===== src/rtl/serial_adder_pkg.sv =====
// Shared state encoding and default operand width for the bit-serial adder.
package serial_adder_pkg;

    typedef enum logic [1:0] {
        ST_IDLE  = 2'd0,
        ST_SHIFT = 2'd1,
        ST_DONE  = 2'd2
    } state_t;

    localparam int WIDTH_DEFAULT = 8;

endpackage


===== src/rtl/serial_adder_full_adder.sv =====
// 1-bit full adder cell.
// Latency: combinational.
// Backpressure: none, pure logic.
module Full_Adder (
    output logic sum,
    output logic carry,
    input  logic a,
    input  logic b,
    input  logic cin
);

    assign sum   = a ^ b ^ cin;
    assign carry = (a & b) | (cin & (a ^ b));

endmodule


===== src/rtl/serial_adder.sv =====
// Bit-serial WIDTH-bit adder, LSB first through one full adder cell.
// Latency: out_valid rises WIDTH cycles after accept; initiation interval WIDTH+2.
// Backpressure: result held in DONE until out_ready; in_ready high only in IDLE.
module serial_adder
    import serial_adder_pkg::*;
#(
    parameter int WIDTH = WIDTH_DEFAULT
) (
    input  logic             clk,
    input  logic             rst_n,
    input  logic             in_valid,
    output logic             in_ready,
    input  logic [WIDTH-1:0] a_in,
    input  logic [WIDTH-1:0] b_in,
    input  logic             cin_in,
    output logic             out_valid,
    input  logic             out_ready,
    output logic [WIDTH-1:0] sum_out,
    output logic             cout_out,
    output logic             busy
);

    localparam int CW = $clog2(WIDTH + 1);
    localparam logic [CW-1:0] LAST_BIT = CW'(WIDTH - 1);

    state_t           state;
    logic [WIDTH-1:0] a_sr;
    logic [WIDTH-1:0] b_sr;
    logic [WIDTH-1:0] sum_sr;
    logic             carry;
    logic [CW-1:0]    cnt;
    logic             cell_sum;
    logic             cell_carry;

    Full_Adder u_fa (
        .sum   (cell_sum),
        .carry (cell_carry),
        .a     (a_sr[0]),
        .b     (b_sr[0]),
        .cin   (carry)
    );

    assign in_ready = (state == ST_IDLE);
    assign sum_out  = sum_sr;
    assign cout_out = carry;

    always_ff @(posedge clk) begin
        if (!rst_n) begin
            state     <= ST_IDLE;
            a_sr      <= '0;
            b_sr      <= '0;
            sum_sr    <= '0;
            carry     <= 1'b0;
            cnt       <= '0;
            out_valid <= 1'b0;
            busy      <= 1'b0;
        end else begin
            case (state)
                ST_IDLE: begin
                    if (in_valid) begin
                        a_sr  <= a_in;
                        b_sr  <= b_in;
                        carry <= cin_in;
                        cnt   <= '0;
                        state <= ST_SHIFT;
                        busy  <= 1'b1;
                    end
                end
                ST_SHIFT: begin
                    // Sum bits enter at the MSB so the LSB lands at bit 0 after WIDTH shifts.
                    carry  <= cell_carry;
                    sum_sr <= WIDTH'({cell_sum, sum_sr} >> 1);
                    a_sr   <= a_sr >> 1;
                    b_sr   <= b_sr >> 1;
                    cnt    <= cnt + 1'b1;
                    if (cnt == LAST_BIT) begin
                        state     <= ST_DONE;
                        busy      <= 1'b0;
                        out_valid <= 1'b1;
                    end
                end
                ST_DONE: begin
                    if (out_ready) begin
                        state     <= ST_IDLE;
                        out_valid <= 1'b0;
                    end
                end
                default: begin
                    state     <= ST_IDLE;
                    out_valid <= 1'b0;
                    busy      <= 1'b0;
                end
            endcase
        end
    end

endmodule


===== config.mk =====
export PLATFORM = sky130hd
export DESIGN_NAME = serial_adder
export DESIGN_NICKNAME = d
export VERILOG_FILES = /design/src/rtl/serial_adder_pkg.sv /design/src/rtl/serial_adder_full_adder.sv /design/src/rtl/serial_adder.sv
export SDC_FILE = /design/constraint.sdc
export NUM_CORES = 1
export LEC_CHECK = 0
export ABC_AREA = 1
export BUFFER_PORTS_ARGS = -buffer_cell sky130_fd_sc_hd__buf_2
export CAP_MARGIN = 15
export CORE_MARGIN = 2
export CORE_UTILIZATION = 47
export DETAILED_ROUTE_END_ITERATION = 7
export GPL_TIMING_DRIVEN = 0
export PLACE_DENSITY = 0.84
export SETUP_SLACK_MARGIN = 0.3
export SLEW_MARGIN = 5
export SYNTH_ARGS = -nofsm -noshare
export SYNTH_HDL_FRONTEND = slang
export SYNTH_HIERARCHICAL = 1
export SYNTH_SLANG_ARGS = --single-unit

===== constraint.sdc =====
create_clock -name clk -period 1.1 [get_ports clk]
set_input_delay 0.22 -clock clk [delete_from_list [all_inputs] [get_ports clk]]
set_output_delay 0.22 -clock clk [all_outputs]
set_load 0.005 [all_outputs]

# --- Yosys cells after proc, flatten, opt, wreduce, memory -nomap -nowiden ---
# Index checks and enable logic that the tools add are counted.
totals:
  reg_bits: 33
  latch_bits: 0
  mem_bits_rw: 0
  rom_bits: 0
  out_inout_bits: 12
  wordCells: 46
  memories: 0
classes:
  addsub: 1
  n_mul: 0
  n_div: 0
  magnitude_cmp: 0
  eq_ne: 6
  shift: 0
  mux: 18
  bitwise_logic: 7
  reduce_logical: 6
op_table:
  columns: ["op", "count"]
  rows:
  - ["8-bit case mux with 2 select lines", 2]
  - ["8-bit two-way mux", 2]
  - ["3-bit AND reduction", 3]
  - ["4-bit case mux with 2 select lines", 1]
  - ["2-bit two-way mux", 3]
  - ["2-bit != test (second input constant)", 3]
  - ["1-bit case mux with 3 select lines", 2]
  - ["2-bit case mux with 3 select lines", 1]
  - ["1-bit two-way mux", 5]
  - ["4-bit by 1-bit adder with 4-bit output (second input constant)", 1]
  - ["4-bit by 3-bit equality test with 1-bit output (second input constant)", 1]
  - ["4-bit two-way mux", 1]
  - ["1-bit bitwise AND", 2]
  - ["2-bit by 1-bit equality test with 1-bit output (second input constant)", 1]
  - ["2-bit equality test (second input constant)", 1]
  - ["2-bit logical NOT", 1]
  - ["1-bit inverter", 2]
  - ["1-bit case mux with 2 select lines", 1]
  - ["2-bit AND reduction", 1]
  - ["2-bit nonzero test", 1]
  - ["1-bit bitwise XOR", 2]
  - ["1-bit OR", 1]

# --- Longest topological paths before layout ---
logic_depth:
  word_depth: 4
  depth_mapped: 7

# --- Hierarchy ---
# Netlist, hierarchy kept.
by_module_without_submodules:
  columns: ["module", "n_inst", "cells_per_inst", "area_per_inst_um2", "seq_area_each_um2"]
  rows:
  - ["serial_adder", 1, 220, 1470.2, 660.6]
  - ["Full_Adder", 1, 1, 20.0, 0.0]

# --- Worst setup path before layout ---
# Ideal clock, no wire load.
synth_timing:
  path_kind: "register to register"
  startpoint: "reg carry (netlist: cout_out)"
  endpoint: "reg sum_sr[7] (netlist: sum_out[7])"
  setup_time_ps: 116
  t_arrival_ps: 956
  t_required_ps: 984
  slack_ps: 28
  stages_incl_launch_ff: 4
  path_buffers: 0
  period_less_slack_ps: 1072
  cell_sequence: "dfxtp_1 fa_1 o21ai_0 nor2_1"
synth_via:
  elab_chain_cells: 1
synth_rtl:
  columns: ["item", "line", "text"]
  rows:
  - ["from (decl)", "serial_adder.sv:30", "logic carry;"]
  - ["from (signal assigned)", "serial_adder.sv:63", "carry <= cin_in;"]
  - ["from (signal assigned)", "serial_adder.sv:71", "carry <= cell_carry;"]
  - ["1-bit bitwise XOR", "serial_adder_full_adder.sv:12", "assign sum = a ^ b ^ cin;"]
  - ["via cell_sum", "serial_adder.sv:32", "logic cell_sum;"]
  - ["to (signal assigned)", "serial_adder.sv:72", "sum_sr <= WIDTH'({cell_sum, sum_sr} >> 1);"]
  - ["to (decl)", "serial_adder.sv:29", "logic [WIDTH-1:0] sum_sr;"]
# The timed path passes the listed nets, and every way through them passes these cells.
# A chain may end at the register's enable or synchronous reset.

# --- Worst setup path after layout ---
layout_timing:
  startpoint: "reg state[1]"
  endpoint: "out in_ready"
layout_via:
  elab_chain_cells: 1
layout_rtl:
  columns: ["item", "line", "text"]
  rows:
  - ["from (decl)", "serial_adder.sv:26", "state_t state;"]
  - ["from (signal assigned)", "serial_adder.sv:49", "state <= ST_IDLE;"]
  - ["from (signal assigned)", "serial_adder.sv:65", "state <= ST_SHIFT;"]
  - ["from (signal assigned)", "serial_adder.sv:77", "state <= ST_DONE;"]
  - ["2-bit logical NOT", "serial_adder.sv:43", "assign in_ready = (state == ST_IDLE);"]
  - ["to (decl)", "serial_adder.sv:12", "output logic in_ready,"]
# Every way passes these cells.

==> results.txt <==
via count of the routed design: 1,533
grt total ovfl: 0
WHS Path Cells: 3
die area: 3640 sq um
fin util: 0.686
most frequent cells in the layout: 46 x nor2_1, 41 x nand2_1, 32 x nand3_1, 32 x buf_2, 21 x inv_1
initial antenna violation count: 0
Total Power: 2.95 mW
Starting Density: 0.492
layout cells sized above 1: 0.363
CP peak stage delay: 370 ps
FF/Latch Area: 686 sq um
routability cong.: 0.782
Slew Limit Headroom: 0.686
Crit. End Element: output port
slew at the pin closest to its max-slew limit: 471 ps
failing checks: negative setup slack
Total Neg Setup Slack: -2160 ps
Final min period: 1240 ps
Worst-path clk slew: 110 ps
Max Clock Skew: 10.7 ps
Fillers: 263
Design Area, Final: 2080 sq um
fin. max-slew vios: 0
Clock Path Buffers: 2
Overall Global Routing Usage: 0.227
# IOs: 33
Synth Cell Area: 1490 sq um
largest net degree at the start of global routing: 11
final setup fails: 32
fin nets: 300
Leakage Power: 1.00 nW
CP startpoint kind: flip-flop
row count: 20
Max-cap violations: 0
setup slack, reg-to-reg: -130 ps
H-tree depth: 2
Total Wirelength: 3560 microns
die height: 60.3 microns
antenna diode count: 0
port bufs: 30
Synth-to-Final Area Change: 39.3%
crit share post-route: 1.13
Crit path max-delay family: flip-flops
Final HPWL DP: 2220 microns
Residual DRC: 0
hold path endpoint: b_sr[7]
worst reg-to-reg path cell count: 7
Die X: 60.3 microns
cell area power density: 1420 nW/um^2
vias in the first global route: 1,429
status: finished, violations left
RSZ-0062 raised after global routing: true
core box area: 3030 sq um
mean post-synth cell area: 6.74 sq um
Post-DRT Antenna Nets: 0
CTS Hold Bufs: 0
Critical Path RT: 880 ps
Iteration-0 DRC Markers: 62
most common cell after layout, fill and taps aside: nor2_1
Worst Hold Launch: b_in[7]
Placement Cell Area: 1790 sq um
critical-path cell list: nor2_4 -> buf_6 -> buf_6
Worst R2R Start: state[1]
Crit-path slowest cell: dfxtp_4
CTS tree: yes
drt first pass iters: 5
Worst Path Arrival: 1020 ps
Clock Sinks: 33
Critical Path Fanout Max: 2
Root Driver: clkbuf_4
post-synthesis instance total: 221
Yosys cell types: 18
post-synthesis sequential area ratio: 0.443
multi-input gate area in the final layout: 738 sq um
CTS Buf Count: 5
Max Clock Freq: 0.805 GHz
Buffers & Inverters on Critical Path: 2
global-route wire length before repair: 6060 microns
Ys Warns: 6
Hold Fails Final Rpt: 0
#FFs+latches synth: 33
worst skew pair latency: 340 ps
slack of the critical path: -142 ps
FF-to-FF End: busy
Worst IR Drop VDD: 0.00109 V
Crit Path Class: reg -> out
vias per std cell: 4.76
Mapped Nets: 244
wire length per cell: 11.1 microns
min-delay worst type: in -> reg
most used cell, CP: buf_6
==> flip-flops by register name, indices dropped and copies added (netlist names) <==
register   flops
a_sr           8
state          2
cout_out       1
out_valid      1
b_sr           8
busy           1
sum_out        8
cnt            4
==> routing by layer <==
metal	global-route usage	vias up	wire, microns
li1	-	804	-
met2	0.366	44	1650
met1	0.275	673	1570
met3	0.0671	12	237
met5	0	-	0
met4	0.111	0	106
==> what timing repair did <==
action                     in CTS  in global routing
resized for setup              31                  5
gates cloned                    3                  0
buffers inserted               16                  0
setup endpoints to repair      45                 45
pin swaps                       3                  4
==> tightest hold or removal path, delay by kind of cell <==
family                 cells  cell delay (ps)
AOI/OAI and AO/OA          1               50
buffers and inverters      1              100
and+or+nand+nor            1               50
==> synthesized netlist by cell type (all sizes together) <==
cell | number | area, sq um
buf | 10 | 53.8
nor2 | 48 | 190
clkbuf | 2 | 8.75
o21ai | 11 | 55.1
nand3 | 33 | 165
a21oi | 10 | 50.1
dfxtp | 33 | 661
nand2 | 47 | 176
nand3b | 1 | 7.51
ha | 1 | 12.5
fa | 1 | 20.0
inv | 24 | 90.1
==> kinds of logic after synthesis <==
| logic type | Yosys count | synth area share |
|---|---|---|
| DFF | 33 | 0.443 |
| AOI/OAI and AO/OA | 21 | 0.0705 |
| adders and majority gates | 2 | 0.0218 |
| buffers and inverters | 36 | 0.102 |
| and+or+nand+nor | 129 | 0.362 |
==> cell type report <==
| class | count | share of cell area |
|---|---|---|
| Clock buffer | 7 | 0.0313 |
| Multi-Input combinational cell | 152 | 0.356 |
| Clock inverter | 1 | 0.00241 |
| Inverter | 24 | 0.0458 |
| Buffer | 12 | 0.0549 |
| Tap cell | 44 | 0.0265 |
| Timing Repair Buffer | 49 | 0.153 |
| Sequential cell | 33 | 0.330 |
==> stage by stage <==
step                hold WS [ps]  setup WS [ps]  std cells
finish                       124           -142        322
global placement             428          -37.0        295
floorplan                    363           47.8        221
detailed placement           442          -72.6        295
CTS                          106           -156        322
global route                 107           -205        322
==> how the worst max path moves through the flow <==
stage / to / from / depth (start not counted) / slack [ps]
final: in_ready / state[1] / 3 / -140
after global routing: busy / state[1] / 7 / -200
after CTS: in_ready / state[1] / 3 / -160
after detailed placement: b_sr[6] / state[0] / 7 / -70
after global placement: b_sr[6] / state[0] / 7 / -40
after floorplan: sum_out[7] / a_sr[0] / 3 / 50
==> report_power, final <==
group	leakage, nW	internal (mW)	total (mW)	switching, mW
sequential	0.277	1.31	1.37	0.0633
clock	0.0413	0.370	0.787	0.417
combinational	0.685	0.389	0.790	0.400
total	1.00	2.07	2.95	0.881
(Power assumes the default switching activity.)
